## src/rtl/fuzzy_mmio_pkg.sv

```systemverilog
// fuzzy_mmio_pkg: register map, control/irq bit positions and default fuzzy parameter tables
package fuzzy_mmio_pkg;

    localparam int A_STATUS   = 'h00;
    localparam int A_CTRL     = 'h01;
    localparam int A_T        = 'h02;
    localparam int A_DT       = 'h03;
    localparam int A_GOUT     = 'h04;
    localparam int A_IRQ_STAT = 'h05;
    localparam int A_IRQ_EN   = 'h06;
    localparam int MF_BASE    = 'h10;
    localparam int G_BASE     = 'h40;
    localparam int EST_BASE   = 'h60;

    localparam int C_START    = 0;
    localparam int C_REG_MODE = 1;
    localparam int C_DT_MODE  = 2;
    localparam int C_INIT     = 3;
    localparam int C_COMMIT   = 4;

    localparam int I_DONE     = 0;
    localparam int I_ERR_ADDR = 1;
    localparam int I_ERR_BUSY = 2;

    localparam logic [7:0] MF_DEF [24] = '{
        8'h80, 8'h80, 8'hF0, 8'hFC,
        8'hF0, 8'h00, 8'h00, 8'h10,
        8'h04, 8'h10, 8'h7F, 8'h7F,
        8'h80, 8'hC0, 8'hF8, 8'h00,
        8'hF8, 8'h00, 8'h00, 8'h08,
        8'h00, 8'h08, 8'h40, 8'h7F
    };

    localparam logic [7:0] G_DEF [9] = '{
        8'd100, 8'd50, 8'd30, 8'd50, 8'd50, 8'd50, 8'd80, 8'd50, 8'd0
    };

    localparam logic [7:0] EST_DEF [3] = '{8'd32, 8'd3, 8'd64};

    typedef enum logic [1:0] {IDLE, PEND, COPY} bank_state_e;

endpackage

```

## src/rtl/mmio_regfile_if.sv

```systemverilog
// mmio_regfile_if: single-cycle strobe register bus with registered read return
interface mmio_regfile_if #(
    parameter int DW = 8,
    parameter int AW = 8
);
    logic          cs;
    logic          wr;
    logic          rd;
    logic [AW-1:0] addr;
    logic [DW-1:0] wdata;
    logic [DW-1:0] rdata;
    logic          rvalid;

    modport master (output cs, wr, rd, addr, wdata, input rdata, rvalid);
    modport slave  (input cs, wr, rd, addr, wdata, output rdata, rvalid);
endinterface

```

## src/rtl/mmio_regfile_param_bank.sv

```systemverilog
// param_bank: shadow/active fuzzy parameter banks with a commit FSM that defers copies while busy
module param_bank
    import fuzzy_mmio_pkg::*;
#(
    parameter int DW     = 8,
    parameter int AW     = 8,
    parameter int N_IN   = 2,
    parameter int N_MF   = 3,
    parameter int N_RULE = 9
) (
    input  logic                 clk,
    input  logic                 rst,
    input  logic                 wr_req,
    input  logic [AW-1:0]        addr,
    input  logic [DW-1:0]        wdata,
    input  logic                 commit_req,
    input  logic                 busy,
    output logic                 hit,
    output logic [DW-1:0]        rd_data,
    output logic                 commit_pend,
    output logic signed [DW-1:0] mf_p [N_IN*N_MF*4],
    output logic [DW-1:0]        g [N_RULE],
    output logic [DW-1:0]        alpha,
    output logic [DW-1:0]        k_dt,
    output logic signed [DW-1:0] d_max
);
    localparam int NMF = N_IN * N_MF * 4;
    localparam int NP  = NMF + N_RULE + 3;
    localparam int IW  = $clog2(NP);
    localparam bit USE_DEF = (N_IN == 2) && (N_MF == 3) && (DW == 8);

    bank_state_e   state_q, state_d;
    logic [DW-1:0] sh_q [NP];
    logic [DW-1:0] sh_d [NP];
    logic [DW-1:0] act_q [NP];
    logic [DW-1:0] act_d [NP];
    logic [DW-1:0] rst_v [NP];
    logic [IW-1:0] idx;
    logic          go;
    logic          copy;
    int            a;

    for (genvar i = 0; i < NP; i++) begin : g_rv
        if (!USE_DEF) begin : g_zero
            assign rst_v[i] = '0;
        end else if (i < 24) begin : g_mf
            assign rst_v[i] = DW'(MF_DEF[i]);
        end else if (i < 33) begin : g_g
            assign rst_v[i] = DW'(G_DEF[i-24]);
        end else begin : g_est
            assign rst_v[i] = DW'(EST_DEF[i-33]);
        end
    end

    for (genvar i = 0; i < NMF; i++) begin : g_mfo
        assign mf_p[i] = act_q[i];
    end
    for (genvar i = 0; i < N_RULE; i++) begin : g_go
        assign g[i] = act_q[NMF+i];
    end
    assign alpha       = act_q[NMF+N_RULE];
    assign k_dt        = act_q[NMF+N_RULE+1];
    assign d_max       = act_q[NMF+N_RULE+2];
    assign commit_pend = state_q == PEND;

    // decode bus address into a flat bank index; reads always see the shadow bank
    always_comb begin
        a   = int'(addr);
        hit = 1'b1;
        idx = '0;
        if (a >= MF_BASE && a < MF_BASE + NMF) idx = IW'(a - MF_BASE);
        else if (a >= G_BASE && a < G_BASE + N_RULE) idx = IW'(a - G_BASE + NMF);
        else if (a >= EST_BASE && a < EST_BASE + 3) idx = IW'(a - EST_BASE + NMF + N_RULE);
        else hit = 1'b0;
        rd_data = sh_q[idx];
    end

    // commit FSM plus bank next-state: copy takes the pre-write shadow, repeat commits while pending are absorbed
    always_comb begin
        go      = commit_req | (state_q == PEND);
        copy    = go & ~busy;
        state_d = copy ? COPY : go ? PEND : IDLE;
        sh_d    = sh_q;
        act_d   = act_q;
        if (wr_req && hit) sh_d[idx] = wdata;
        if (copy) act_d = sh_q;
    end

    // bank and FSM registers, reloaded with defaults on reset (which also drops a pending commit)
    always_ff @(posedge clk) begin
        if (rst) begin
            state_q <= IDLE;
            sh_q    <= rst_v;
            act_q   <= rst_v;
        end else begin
            state_q <= state_d;
            sh_q    <= sh_d;
            act_q   <= act_d;
        end
    end
endmodule

```

## src/rtl/mmio_regfile.sv

```systemverilog
// mmio_regfile: memory-mapped control/status registers and double-buffered fuzzy controller parameters
module mmio_regfile
    import fuzzy_mmio_pkg::*;
#(
    parameter int DW     = 8,
    parameter int AW     = 8,
    parameter int N_IN   = 2,
    parameter int N_MF   = 3,
    parameter int N_RULE = N_MF ** N_IN
) (
    input  logic                 clk,
    input  logic                 rst,
    mmio_regfile_if.slave        bus,
    output logic                 start_pulse,
    output logic                 init_pulse,
    output logic                 reg_mode,
    output logic                 dt_mode,
    output logic                 irq,
    output logic signed [DW-1:0] T_reg,
    output logic signed [DW-1:0] dT_reg,
    output logic signed [DW-1:0] mf_p [N_IN*N_MF*4],
    output logic [DW-1:0]        g [N_RULE],
    output logic [DW-1:0]        alpha,
    output logic [DW-1:0]        k_dt,
    output logic signed [DW-1:0] d_max,
    input  logic                 busy,
    input  logic                 valid,
    input  logic signed [DW-1:0] dT_live,
    input  logic [DW-1:0]        G_out
);
    if (MF_BASE + 4 * N_IN * N_MF > G_BASE || N_RULE > 32 || (AW == 8 && DW > 8)) begin : g_bad_cfg
        $error("mmio_regfile: parameter set does not fit the register map");
    end

    logic          start_pulse_q, start_pulse_d, init_pulse_q, init_pulse_d;
    logic          reg_mode_q, reg_mode_d, dt_mode_q, dt_mode_d;
    logic          irq_q, irq_d, valid_q, rvalid_q, rvalid_d;
    logic [DW-1:0] t_q, t_d, dt_q, dt_d, rdata_q, rdata_d, rmux, bank_rd;
    logic [2:0]    irq_stat_q, irq_stat_d, irq_en_q, irq_en_d, irq_set, w1c;
    logic          wr_acc, rd_acc, wctrl, commit_req, bank_hit, commit_pend;
    logic          sel_status, sel_ctrl, sel_t, sel_dt, sel_gout, sel_irqs, sel_irqen, mapped, ro;
    int            a;

    param_bank #(
        .DW(DW), .AW(AW), .N_IN(N_IN), .N_MF(N_MF), .N_RULE(N_RULE)
    ) u_bank (
        .clk(clk), .rst(rst), .wr_req(wr_acc), .addr(bus.addr), .wdata(bus.wdata),
        .commit_req(commit_req), .busy(busy), .hit(bank_hit), .rd_data(bank_rd),
        .commit_pend(commit_pend), .mf_p(mf_p), .g(g), .alpha(alpha), .k_dt(k_dt), .d_max(d_max)
    );

    assign start_pulse = start_pulse_q;
    assign init_pulse  = init_pulse_q;
    assign reg_mode    = reg_mode_q;
    assign dt_mode     = dt_mode_q;
    assign irq         = irq_q;
    assign T_reg       = t_q;
    assign dT_reg      = dt_q;
    assign bus.rdata   = rdata_q;
    assign bus.rvalid  = rvalid_q;

    // bus decode, register updates, sticky interrupt sources and the read-return mux
    always_comb begin
        a             = int'(bus.addr);
        wr_acc        = bus.cs & bus.wr;
        rd_acc        = bus.cs & bus.rd & ~bus.wr;
        sel_status    = a == A_STATUS;
        sel_ctrl      = a == A_CTRL;
        sel_t         = a == A_T;
        sel_dt        = a == A_DT;
        sel_gout      = a == A_GOUT;
        sel_irqs      = a == A_IRQ_STAT;
        sel_irqen     = a == A_IRQ_EN;
        mapped        = (a <= A_IRQ_EN) | bank_hit;
        ro            = sel_status | sel_gout;
        wctrl         = wr_acc & sel_ctrl;
        start_pulse_d = wctrl & bus.wdata[C_START] & ~busy;
        init_pulse_d  = wctrl & bus.wdata[C_INIT];
        commit_req    = wctrl & bus.wdata[C_COMMIT];
        reg_mode_d    = wctrl ? bus.wdata[C_REG_MODE] : reg_mode_q;
        dt_mode_d     = wctrl ? bus.wdata[C_DT_MODE] : dt_mode_q;
        t_d           = (wr_acc & sel_t) ? bus.wdata : t_q;
        dt_d          = (wr_acc & sel_dt & ~dt_mode_q) ? bus.wdata : dt_q;
        irq_set             = '0;
        irq_set[I_DONE]     = valid & ~valid_q;
        irq_set[I_ERR_ADDR] = (wr_acc & (~mapped | ro)) | (rd_acc & ~mapped);
        irq_set[I_ERR_BUSY] = wctrl & bus.wdata[C_START] & busy;
        w1c           = (wr_acc & sel_irqs) ? bus.wdata[2:0] : 3'b000;
        irq_stat_d    = (irq_stat_q & ~w1c) | irq_set;
        irq_en_d      = (wr_acc & sel_irqen) ? bus.wdata[2:0] : irq_en_q;
        irq_d         = |(irq_stat_d & irq_en_d);
        rmux = sel_status ? DW'({commit_pend, valid, busy})
             : sel_ctrl   ? DW'({dt_mode_q, reg_mode_q, 1'b0})
             : sel_t      ? t_q
             : sel_dt     ? (dt_mode_q ? dT_live : dt_q)
             : sel_gout   ? G_out
             : sel_irqs   ? DW'(irq_stat_q)
             : sel_irqen  ? DW'(irq_en_q)
             : bank_hit   ? bank_rd
             : '0;
        rvalid_d      = rd_acc;
        rdata_d       = rd_acc ? rmux : rdata_q;
    end

    // control/status registers
    always_ff @(posedge clk) begin
        if (rst) begin
            start_pulse_q <= 1'b0;
            init_pulse_q  <= 1'b0;
            reg_mode_q    <= 1'b0;
            dt_mode_q     <= 1'b1;
            t_q           <= '0;
            dt_q          <= '0;
            irq_stat_q    <= '0;
            irq_en_q      <= '0;
            irq_q         <= 1'b0;
            valid_q       <= 1'b0;
            rdata_q       <= '0;
            rvalid_q      <= 1'b0;
        end else begin
            start_pulse_q <= start_pulse_d;
            init_pulse_q  <= init_pulse_d;
            reg_mode_q    <= reg_mode_d;
            dt_mode_q     <= dt_mode_d;
            t_q           <= t_d;
            dt_q          <= dt_d;
            irq_stat_q    <= irq_stat_d;
            irq_en_q      <= irq_en_d;
            irq_q         <= irq_d;
            valid_q       <= valid;
            rdata_q       <= rdata_d;
            rvalid_q      <= rvalid_d;
        end
    end
endmodule
```

## src/flat_wrapper.sv

```systemverilog
// flat-port wrapper written by rule: the top's interface ports become plain ports
module mmio_regfile_flat import fuzzy_mmio_pkg::*;
#(
    parameter int DW     = 8,
    parameter int AW     = 8,
    parameter int N_IN   = 2,
    parameter int N_MF   = 3,
    parameter int N_RULE = N_MF ** N_IN
)
  (clk, rst, start_pulse, init_pulse, reg_mode, dt_mode, irq, T_reg, dT_reg, mf_p, g, alpha, k_dt, d_max, busy, valid, dT_live, G_out, bus_cs, bus_wr, bus_rd, bus_addr, bus_wdata, bus_rdata, bus_rvalid);
  mmio_regfile_if #(.DW(DW), .AW(AW)) bus_i ();
  input  logic clk;
  input  logic rst;
  output logic start_pulse;
  output logic init_pulse;
  output logic reg_mode;
  output logic dt_mode;
  output logic irq;
  output logic signed [DW-1:0] T_reg;
  output logic signed [DW-1:0] dT_reg;
  output logic signed [DW-1:0] mf_p[N_IN*N_MF*4];
  output logic [DW-1:0] g[N_RULE];
  output logic [DW-1:0] alpha;
  output logic [DW-1:0] k_dt;
  output logic signed [DW-1:0] d_max;
  input  logic busy;
  input  logic valid;
  input  logic signed [DW-1:0] dT_live;
  input  logic [DW-1:0] G_out;
  input wire logic [$bits(bus_i.cs)-1:0] bus_cs;
  input wire logic [$bits(bus_i.wr)-1:0] bus_wr;
  input wire logic [$bits(bus_i.rd)-1:0] bus_rd;
  input wire logic [$bits(bus_i.addr)-1:0] bus_addr;
  input wire logic [$bits(bus_i.wdata)-1:0] bus_wdata;
  output wire logic [$bits(bus_i.rdata)-1:0] bus_rdata;
  output wire logic [$bits(bus_i.rvalid)-1:0] bus_rvalid;
  assign bus_i.cs = bus_cs;
  assign bus_i.wr = bus_wr;
  assign bus_i.rd = bus_rd;
  assign bus_i.addr = bus_addr;
  assign bus_i.wdata = bus_wdata;
  assign bus_rdata = bus_i.rdata;
  assign bus_rvalid = bus_i.rvalid;
  mmio_regfile #(.DW(DW), .AW(AW), .N_IN(N_IN), .N_MF(N_MF), .N_RULE(N_RULE)) u_core (.clk(clk), .rst(rst), .bus(bus_i), .start_pulse(start_pulse), .init_pulse(init_pulse), .reg_mode(reg_mode), .dt_mode(dt_mode), .irq(irq), .T_reg(T_reg), .dT_reg(dT_reg), .mf_p(mf_p), .g(g), .alpha(alpha), .k_dt(k_dt), .d_max(d_max), .busy(busy), .valid(valid), .dT_live(dT_live), .G_out(G_out));
endmodule
```

## config.mk

```make
export PLATFORM = sky130hd
export DESIGN_NAME = mmio_regfile_flat
export DESIGN_NICKNAME = d
export VERILOG_FILES = /design/src/rtl/fuzzy_mmio_pkg.sv /design/src/rtl/mmio_regfile_if.sv /design/src/rtl/mmio_regfile_param_bank.sv /design/src/rtl/mmio_regfile.sv /design/src/flat_wrapper.sv
export SDC_FILE = /design/constraint.sdc
export NUM_CORES = 1
export LEC_CHECK = 0
export CAP_MARGIN = 10
export CORE_MARGIN = 2
export CORE_UTILIZATION = 47
export CTS_CLUSTER_DIAMETER = 150
export DETAILED_ROUTE_END_ITERATION = 10
export PLACE_DENSITY = 0.71
export SETUP_SLACK_MARGIN = 0.1
export SLEW_MARGIN = 20
export SYNTH_ARGS = -nofsm -noshare
export SYNTH_HDL_FRONTEND = slang
export SYNTH_HIERARCHICAL = 1
export SYNTH_SLANG_ARGS = --single-unit
```

## constraint.sdc

```tcl
create_clock -name clk -period 7.6 [get_ports clk]
set_input_delay 0.76 -clock clk [delete_from_list [all_inputs] [get_ports clk]]
set_output_delay 0.76 -clock clk [all_outputs]
set_load 0.005 [all_outputs]
```

## Yosys cells after proc, flatten, opt, wreduce, memory -nomap -nowiden

Cells that the tools add are included.

- Add/sub/neg operators: 6
- Multiplexer cells: 25
- Equality and inequality tests: 7
- Bitwise logic cells: 33
- Magnitude comparators: 9
- Reductions and logical operators: 8

Operators by type and width:

| operator | count |
|---|---|
| 288-bit bitwise mux | 1 |
| 8-bit two-way mux | 12 |
| 8-bit binary-select mux with 6-bit select | 1 |
| 8-bit demux with 6-bit select | 1 |
| 8-bit by 4-bit == test with 1-bit output, second input constant | 3 |
| 1-bit bitwise AND | 18 |
| 6-bit two-way mux | 3 |
| 8-bit by 3-bit == test with 1-bit output, second input constant | 2 |
| 8-bit by 7-bit greater-or-equal comparator with 1-bit output, second input constant | 2 |
| 8-bit by 7-bit < comparator with 1-bit output, second input constant | 2 |
| 6-bit adder, second input constant | 2 |
| 8-bit by 2-bit == test with 1-bit output, second input constant | 1 |
| 8-bit by 5-bit greater-or-equal comparator with 1-bit output, second input constant | 1 |
| 8-bit by 3-bit less-or-equal comparator with 1-bit output, second input constant | 1 |
| 8-bit logical NOT | 1 |
| 8-bit by 6-bit < comparator with 1-bit output, second input constant | 1 |
| 7-bit greater-or-equal comparator, second input constant | 1 |
| 7-bit by 1-bit < comparator with 1-bit output, second input constant | 1 |
| 6-bit NOT with 7-bit output | 1 |
| 6-bit by 5-bit adder with 6-bit output, second input constant | 1 |
| 3-bit bitwise AND | 2 |
| 3-bit two-way mux | 2 |
| 6-bit by 1-bit subtractor with 6-bit output, second input constant | 1 |
| 6-bit by 5-bit subtractor with 6-bit output, second input constant | 1 |
| other kinds (11) | 26 |

- Input bits: 39
- Logic and storage cells: 174
- Flip-flop bits (word level): 615
- Output and inout port bits: 318

## Depth between registers and ports, before layout

Gate-level depths: netlist of run 1.

- Depth in word-level cells: 18
- Depth in mapped cells: 16
- Depth with buffers taken out: 13

## By module

The synthesis of run 1 kept the hierarchy.

By module, submodules not included:

| module | times used | cells an instance | area an instance (µm²) | seq. area each (µm²) |
|---|---|---|---|---|
| param_bank | 1 | 2,200 | 22,143.7 | 11,571.1 |
| mmio_regfile | 1 | 238 | 1,989.4 | 740.7 |

## Worst setup path before layout of run 1

Ideal clock, no wire load.

- Path kind: in2reg
- Start: input port bus_addr[1]
- End: register u_core.rdata_q[0] (netlist: u_core/bus.rdata[0])
- Path buffers: 3
- Arrival: 3.621 ns
- Slack: 3.859 ns
- Cell stages on the path: 16
- Path through: inv_1 ha_1 and3b_1 o211ai_1 a21oi_1 clkbuf_1 nor2_1 buf_2 buf_2 mux2i_1 o22ai_1 o21ai_0 nand4b_1 nand3_1 a31oi_1 o31a_1

- Longest elaborated chain between the ends: 18
- Elaborated cells on any way between the ends: 40
- Those cells by class: add/sub: 6; order compare: 6; eq/ne: 6; mux: 17; bitwise: 1; reduce/logical: 4

RTL lines:

| item | RTL line | RTL |
|---|---|---|
| start: declaration | flat_wrapper.sv:33 | `input wire logic [$bits(bus_i.addr)-1:0] bus_addr;` |
| 6-bit subtractor | mmio_regfile_param_bank.sv:73 | `else if (a >= EST_BASE && a < EST_BASE + 3) idx = IW'(a - EST_BASE + NMF + N_RULE);` |
| 6-bit adder | mmio_regfile_param_bank.sv:73 |  |
| 6-bit by 5-bit adder with 6-bit output | mmio_regfile_param_bank.sv:73 |  |
| 6-bit two-way mux | mmio_regfile_param_bank.sv:73 |  |
| 6-bit two-way mux | mmio_regfile_param_bank.sv:72 | `else if (a >= G_BASE && a < G_BASE + N_RULE) idx = IW'(a - G_BASE + NMF);` |
| 6-bit two-way mux * | mmio_regfile_param_bank.sv:71 | `if (a >= MF_BASE && a < MF_BASE + NMF) idx = IW'(a - MF_BASE);` |
| 6-bit NOT with 7-bit output (implied by the code) * | mmio_regfile_param_bank.sv:75 | `rd_data = sh_q[idx];` |
| 8-bit binary-select mux with 6-bit select * | mmio_regfile_param_bank.sv:75 |  |
| [... 2 more ...] | n/a |  |
| via u_core.bank_rd[0] | mmio_regfile.sv:38 | `logic [DW-1:0] t_q, t_d, dt_q, dt_d, rdata_q, rdata_d, rmux, bank_rd;` |
| 8-bit two-way mux * | mmio_regfile.sv:99 | `: bank_hit ? bank_rd` |
| 8-bit two-way mux * | mmio_regfile.sv:98 | `: sel_irqen ? DW'(irq_en_q)` |
| 8-bit two-way mux * | mmio_regfile.sv:97 | `: sel_irqs ? DW'(irq_stat_q)` |
| 8-bit two-way mux * | mmio_regfile.sv:96 | `: sel_gout ? G_out` |
| 8-bit two-way mux * | mmio_regfile.sv:95 | `: sel_dt ? (dt_mode_q ? dT_live : dt_q)` |
| 8-bit two-way mux * | mmio_regfile.sv:94 | `: sel_t ? t_q` |
| 8-bit two-way mux * | mmio_regfile.sv:93 | `: sel_ctrl ? DW'({dt_mode_q, reg_mode_q, 1'b0})` |
| 8-bit two-way mux * | mmio_regfile.sv:92 | `rmux = sel_status ? DW'({commit_pend, valid, busy})` |
| end signal: assignment | mmio_regfile.sv:131 | `rdata_q <= rdata_d;` |
| end: declaration | mmio_regfile.sv:38 |  |

The timed path passes the listed nets; every way through them passes the cells marked *. The select of a mux whose other input is x is not followed.
A chain may end at the register's enable or synchronous reset.

## Worst setup path after layout of run 1

- Start: input port bus_addr[0]
- End: register u_core.rdata_q[3] (netlist: u_core/bus.rdata[3])

The elaborated chain is that of the path after synthesis.

==> flow_summary.toml, run 1 <==
[outcome]
status = "complete, no violations"

[flow_run]
maxCapViolCount = 0

[cells_and_area]
syn_to_final_growth_pct = 24.6
antenna_cells = 0
layout_common_cells = "dfxtp_1, clkdlybuf4s50_1, mux2i_1, a22o_1, nor2_1"
final.fill_count = 4200
top_register = "u_core/u_bank/sh_q"
fin_nets = 2726
largest_reg_flops = 288
utilization = 0.590
final_common_cell = "dfxtp_1"
drive_above_1_share = 0.0693

[worst_setup_path]
worstSetupEndpointType = "flip-flop"
worstPathRequired_ns = 8.07
timing.rr.start = "u_core/u_bank/state_q[0]"
rrSetupSlack_ns = 4.56
crit_start = "bus_addr[0]"
crit_type = "primary input to flip-flop"
r2r_end = "u_core/u_bank/g[17]"
cp_cell_sequence = "clkdlybuf4s50_1 -> buf_4 -> inv_1 -> ha_1 -> and3b_1 -> o211ai_1 -> a21oi_2 -> buf_4 -> nor2_4 -> buf_4 -> mux2i_1 -> o22ai_1 -> o21ai_0 -> nand4b_1 -> a2bb2oi_1 -> o22ai_1"
critPathMaxStageDelay_ns = 0.82
crit_arrival_ns = 5.95
start_kind = "primary input"
cp_slowest_cell = "nor2_4"
reg2regPathDepth = 6
cp_max_fo = 30
endpoint = "u_core/bus.rdata[3]"
critPathMostFrequentCell = "buf_4"

[global_routing]
grt_max_degree = 119
track_usage = 0.307
grt_pass1_vias = 19900
antenna_found_initial = 1
grt_pass1_wl_um = 126000
grt_overflow = 0

[pwr]
p_leak_nw = 11.4
p_per_area_nw_per_um2 = 221
ir_drop_v = 0.000188
power.total_mw = 6.64

[synthesis]
synthArstFlopShare = 0
syn_area_per_cell_um2 = 9.90
syn-num-nets = 2485
synth_cell_types = 74
seq_area_frac_synth = 0.510
synth_cells = 2438
synth_area_um2 = 24100
ys.flop_type = "dfxtp_1"
synth_edf_count = 0
yosysWarnings = 6
synth_seq_cells = 615

[die]
die-area_um2 = 53200
die_y_um = 231
die_x_um = 231
initial_core_util = 0.473
ios = 357
core_um2 = 51000
rows = 83

[drt]
via_per_inst = 6.21
routed_wl_um = 84700
drc = 0
ant_nets = 0
vias = 21100
routedWlPerCell_um = 24.9
dr.pass1.iters = 6
first_iter_violations = 2686

[timing]
finalClockSkew_ns = 0.0244
fin_crit_sh = 0.721
setup_viol = 0
setup-tns-final_ns = 0
min_period_ns = 5.48
finalHoldViolCount = 0
maxSlewHeadroom = 0.232
worst_pin_slew_ns = 1.15
setup_slack_ns = 2.12
final_max_slew_viol_count = 0
rsz0062_at_grt = "no"
fmax_mhz = 182

[clocking]
clkTransAtPathRegs_ns = 0.06
cts_buffer_depth = 3
cts_tree = "built"
cts_hold_buffers = 0
insertion_delay_ns = 0.63
cts_sinks = 615
cts_root_buffer = "clkbuf_16"
cts_setup_buffers = 0
cts_max_level = 2
ctsResizeCount = 0
cts-buffers-inserted = 60

[hold_path]
hp-class = "flip-flop to flip-flop"

[placement]
dp_slack_ns = 1.62
place.gp.congestion = 0.892
dpl.hpwl_um = 57500
placement.io_buffers = 356
[layer usage]
| layer | vias to the layer above | wire length [um] | track usage |
|---|---|---|---|
| met3 | 183 | 8120 | 0.0581 |
| met4 | 2 | 2550 | 0.103 |
| met1 | 10400 | 36200 | 0.426 |
| met2 | 1146 | 37900 | 0.480 |
| li1 | 9433 | - | - |
| met5 | - | 8 | 0 |
[critical path, delay by kind of cell]
kind                       cells  cell delay [ns]
adders and majority gates      1             0.27
and+or+nand+nor                3             1.32
buffers and inverters          5             1.69
muxes                          1             0.29
AOI/OAI and AO/OA              6             1.55
[layout make-up]
type / count / area, um^2 / area share
flip-flops and latches: 615 / 12300 / 0.409
multi-input cells: 1574 / 10900 / 0.362
repair buffers: 402 / 3910 / 0.130
clock buffers: 78 / 1660 / 0.0552
well taps: 680 / 851 / 0.0283
clock inverters: 31 / 360 / 0.0120
inverters: 26 / 103 / 0.00341
[Yosys cell counts, types with 24 or more instances]
master / n / area [um^2]
inv_1: 24 / 90.1
dfxtp_1: 615 / 12300
a21oi_1: 131 / 656
nand3_1: 84 / 420
nor2_1: 193 / 724
nand2_1: 140 / 526
buf_1: 25 / 93.8
o21ai_0: 137 / 686
o22ai_1: 56 / 350
o22a_1: 89 / 780
nor2b_1: 45 / 282
clkbuf_1: 163 / 612
a211o_1: 67 / 587
a22o_1: 205 / 1800
buf_2: 29 / 145
mux2i_1: 241 / 2410
[worst min path at each step]
stage                            start                endpoint  slack (ns)  cells past startpoint
2_1_floorplan  u_core/u_bank/sh_q[110]  u_core/u_bank/mf_p[14]        0.44                      1
3_3_place_gp          u_core/dT_reg[7]        u_core/dT_reg[7]        0.46                      2
3_5_place_dp    u_core/u_bank/alpha[6]  u_core/u_bank/alpha[6]        0.46                      1
4_1_cts               u_core/dT_reg[4]        u_core/dT_reg[4]        0.48                      2
5_1_grt         u_core/u_bank/d_max[2]  u_core/u_bank/d_max[2]        0.49                      1
6_report              u_core/dT_reg[0]        u_core/dT_reg[0]        0.47                      2
[logic make-up (layout without fill, tap and decap cells)]
logic type,after synthesis,count (layout),synth area share
buffers and inverters,249,537,0.0416
flip-flops,615,615,0.510
multiplexers,246,246,0.102
adder cells (fa/ha/maj),8,8,0.00415
AO/OA/AOI/OAI,758,758,0.227
AND/OR/NAND/NOR,560,560,0.114
XOR/XNOR,2,2,0.000726
[metrics by stage]
step	area, um^2	hold WS, ns	instances
5_1_grt	30100	0.495	3406
3_5_place_dp	28000	0.463	3297
6_report	30100	0.473	3406
4_1_cts	30100	0.477	3406
2_1_floorplan	24100	0.443	2438
3_3_place_gp	28000	0.457	3297
[power breakdown]
part           leakage [nW]  internal (mW)  switching [mW]
registers              4.96           3.23         0.00653
logic                  5.45         0.0934           0.252
clock network         0.982           1.75            1.31
No activity file was read; power rests on OpenSTA's default activity.
==> run 2, diff against run 1 <==
==> constraint.sdc (replaced) <==
create_clock -name clk -period 5.34 [get_ports clk]
set_input_delay 0.534 -clock clk [delete_from_list [all_inputs] [get_ports clk]]
set_output_delay 0.534 -clock clk [all_outputs]
set_load 0.005 [all_outputs]
==> run 2 against run 1 <==
  * Worst hold slack worse by 0.0072 ns
  * Worst setup slack worse by 1.4 ns
  * Die area stayed put
  * Combinational power is 48% higher
  * Cell count is 0.65% higher
  * Routed wire length is 0.29% lower
  * Critical path type unchanged
  * Critical endpoint is now u_core/bus.rdata[1]
==> flow_summary.toml, run 2 (synthesized netlist as in run 1, its figures left out) <==
[worst_setup_path]
start_kind = "primary input"
worstSetupEndpointType = "flip-flop"
crit_type = "primary input to flip-flop"
cp_max_fo = 10
r2r_end = "u_core/bus.rdata[1]"
crit_arrival_ns = 5.06
path_delay_family = "compound AO/OA/AOI/OAI gates"
cp_num_buf_inv = 3
cp_cell_sequence = "clkdlybuf4s50_1 -> inv_1 -> ha_1 -> o21ai_0 -> o211a_1 -> nor2_1 -> a32oi_2 -> a21oi_1 -> a2111oi_0 -> buf_4 -> o32ai_1 -> nand4b_1 -> nand3_1 -> a311oi_1 -> o2bb2ai_1"
rrSetupSlack_ns = 2.83
timing.rr.start = "u_core/u_bank/sh_q[105]"
worstPathRequired_ns = 5.79
worstSetupPathDepth = 15
critPathMaxStageDelay_ns = 0.77
reg2regPathDepth = 8
cp_slowest_cell = "a2111oi_0"

[global_routing]
antenna_found_initial = 0
grt_pass1_wl_um = 126000
grt_max_degree = 205
track_usage = 0.306
grt_overflow = 0
grt_pass1_vias = 20200

[timing]
worst_pin_slew_ns = 1.07
min_period_ns = 4.61
finalHoldViolCount = 0
setup-tns-final_ns = 0
setup_slack_ns = 0.728
setup_viol = 0
rsz0062_at_grt = "no"
finalClockSkew_ns = 0.0270
fmax_mhz = 217
fin_crit_sh = 0.864
final_max_slew_viol_count = 0
maxSlewHeadroom = 0.285

[clocking]
cts_root_buffer = "clkbuf_16"
cts_max_level = 3
insertion_delay_ns = 0.60
cts_hold_buffers = 0
cts_sinks = 615
cts_tree = "built"
cts_buffer_depth = 3
ctsResizeCount = 0
cts-buffers-inserted = 66
clkTransAtPathRegs_ns = 0.06
cts_setup_buffers = 0

[cells_and_area]
layout_common_cells = "dfxtp_1, clkdlybuf4s50_1, mux2i_1, a22o_1, nor2_1"
final_common_cell = "dfxtp_1"
drive_above_1_share = 0.0742
utilization = 0.595
fin_nets = 2751
multi_input_area_um2 = 10900
largest_reg_flops = 288
antenna_cells = 0
syn_to_final_growth_pct = 25.8
top_register = "u_core/u_bank/sh_q"
fin_area_um2 = 30400
regArea_um2 = 12300
final.fill_count = 4259

[drt]
drc = 0
routedWlPerCell_um = 24.6
routed_wl_um = 84500
first_iter_violations = 2731
ant_nets = 0
via_per_inst = 6.22
vias = 21300
dr.pass1.iters = 8

[die]
ios = 357
initial_core_util = 0.473
die_y_um = 231
core_um2 = 51000
die-area_um2 = 53200
rows = 83
die_x_um = 231

[hold_path]
holdPathEnd = "u_core/u_bank/sh_q[146]"
min_path_cells = 3
hp-start = "bus_wdata[2]"
hp-class = "primary input to flip-flop"

[outcome]
status = "complete, no violations"

[placement]
place.gp.congestion = 0.928
dp_slack_ns = 0.358
placed_area_um2 = 28300
dpl.hpwl_um = 57000
placement.io_buffers = 356

[flow_run]
maxCapViolCount = 0

[pwr]
p_per_area_nw_per_um2 = 314
p_leak_nw = 11.5
power.total_mw = 9.54
ir_drop_v = 0.000281
[run 2: changes by cell type in the layout (fill, tap and decap cells not counted), sizes merged]
cell      delta
buf         +19
bufinv       -4
clkbuf      +15
clkinv       -6
clkinvlp     -3
inv          +1
[run 2: worst max path at each step]
stage	startpoint	to	slack [ns]
after global routing	bus_addr[4]	u_core/bus.rdata[1]	0.67
after global placement	bus_addr[4]	u_core/bus.rdata[1]	0.62
final	bus_addr[4]	u_core/bus.rdata[1]	0.73
after floorplan	bus_addr[1]	u_core/bus.rdata[0]	1.82
after CTS	bus_addr[4]	u_core/bus.rdata[1]	0.96
after detailed placement	bus_addr[4]	u_core/bus.rdata[1]	0.36
[run 2: worst min-delay path: stages]
cell     delay, ns
buf_2         0.27
nand2_1       0.12
a21oi_1       0.06
[run 2: report_power, final]
group          leakage [nW]  switching (mW)  internal, mW  total [mW]
clock network          1.01            1.86          2.56        4.43
logic                  5.58           0.367         0.144       0.512
registers              4.96         0.00837          4.60        4.60
total                  11.5            2.24          7.30        9.54
[run 2: cell type report]
cell class	instances	area share
Multi-Input combinational cell	1574	0.358
Tap cell	680	0.0280
Inverter	26	0.00338
Clock buffer	93	0.0621
Sequential cell	615	0.406
Clock inverter	19	0.00598
Timing Repair Buffer	421	0.137
[run 2: layer usage]
metal	track usage	up-vias	share of wire	wire (um)
met4	0.0909	0	0.025	2150
met1	0.424	10400	0.42	35600
met2	0.477	1226	0.45	38400
li1	-	9482	-	-
met5	0	-	0	0
met3	0.0658	161	0.098	8310
[run 2: through the flow]
step                hold slack (ns)  instances
floorplan                     0.443       2438
global placement              0.454       3314
detailed placement            0.463       3315
CTS                           0.430       3427
global route                  0.455       3428
finish                        0.466       3428
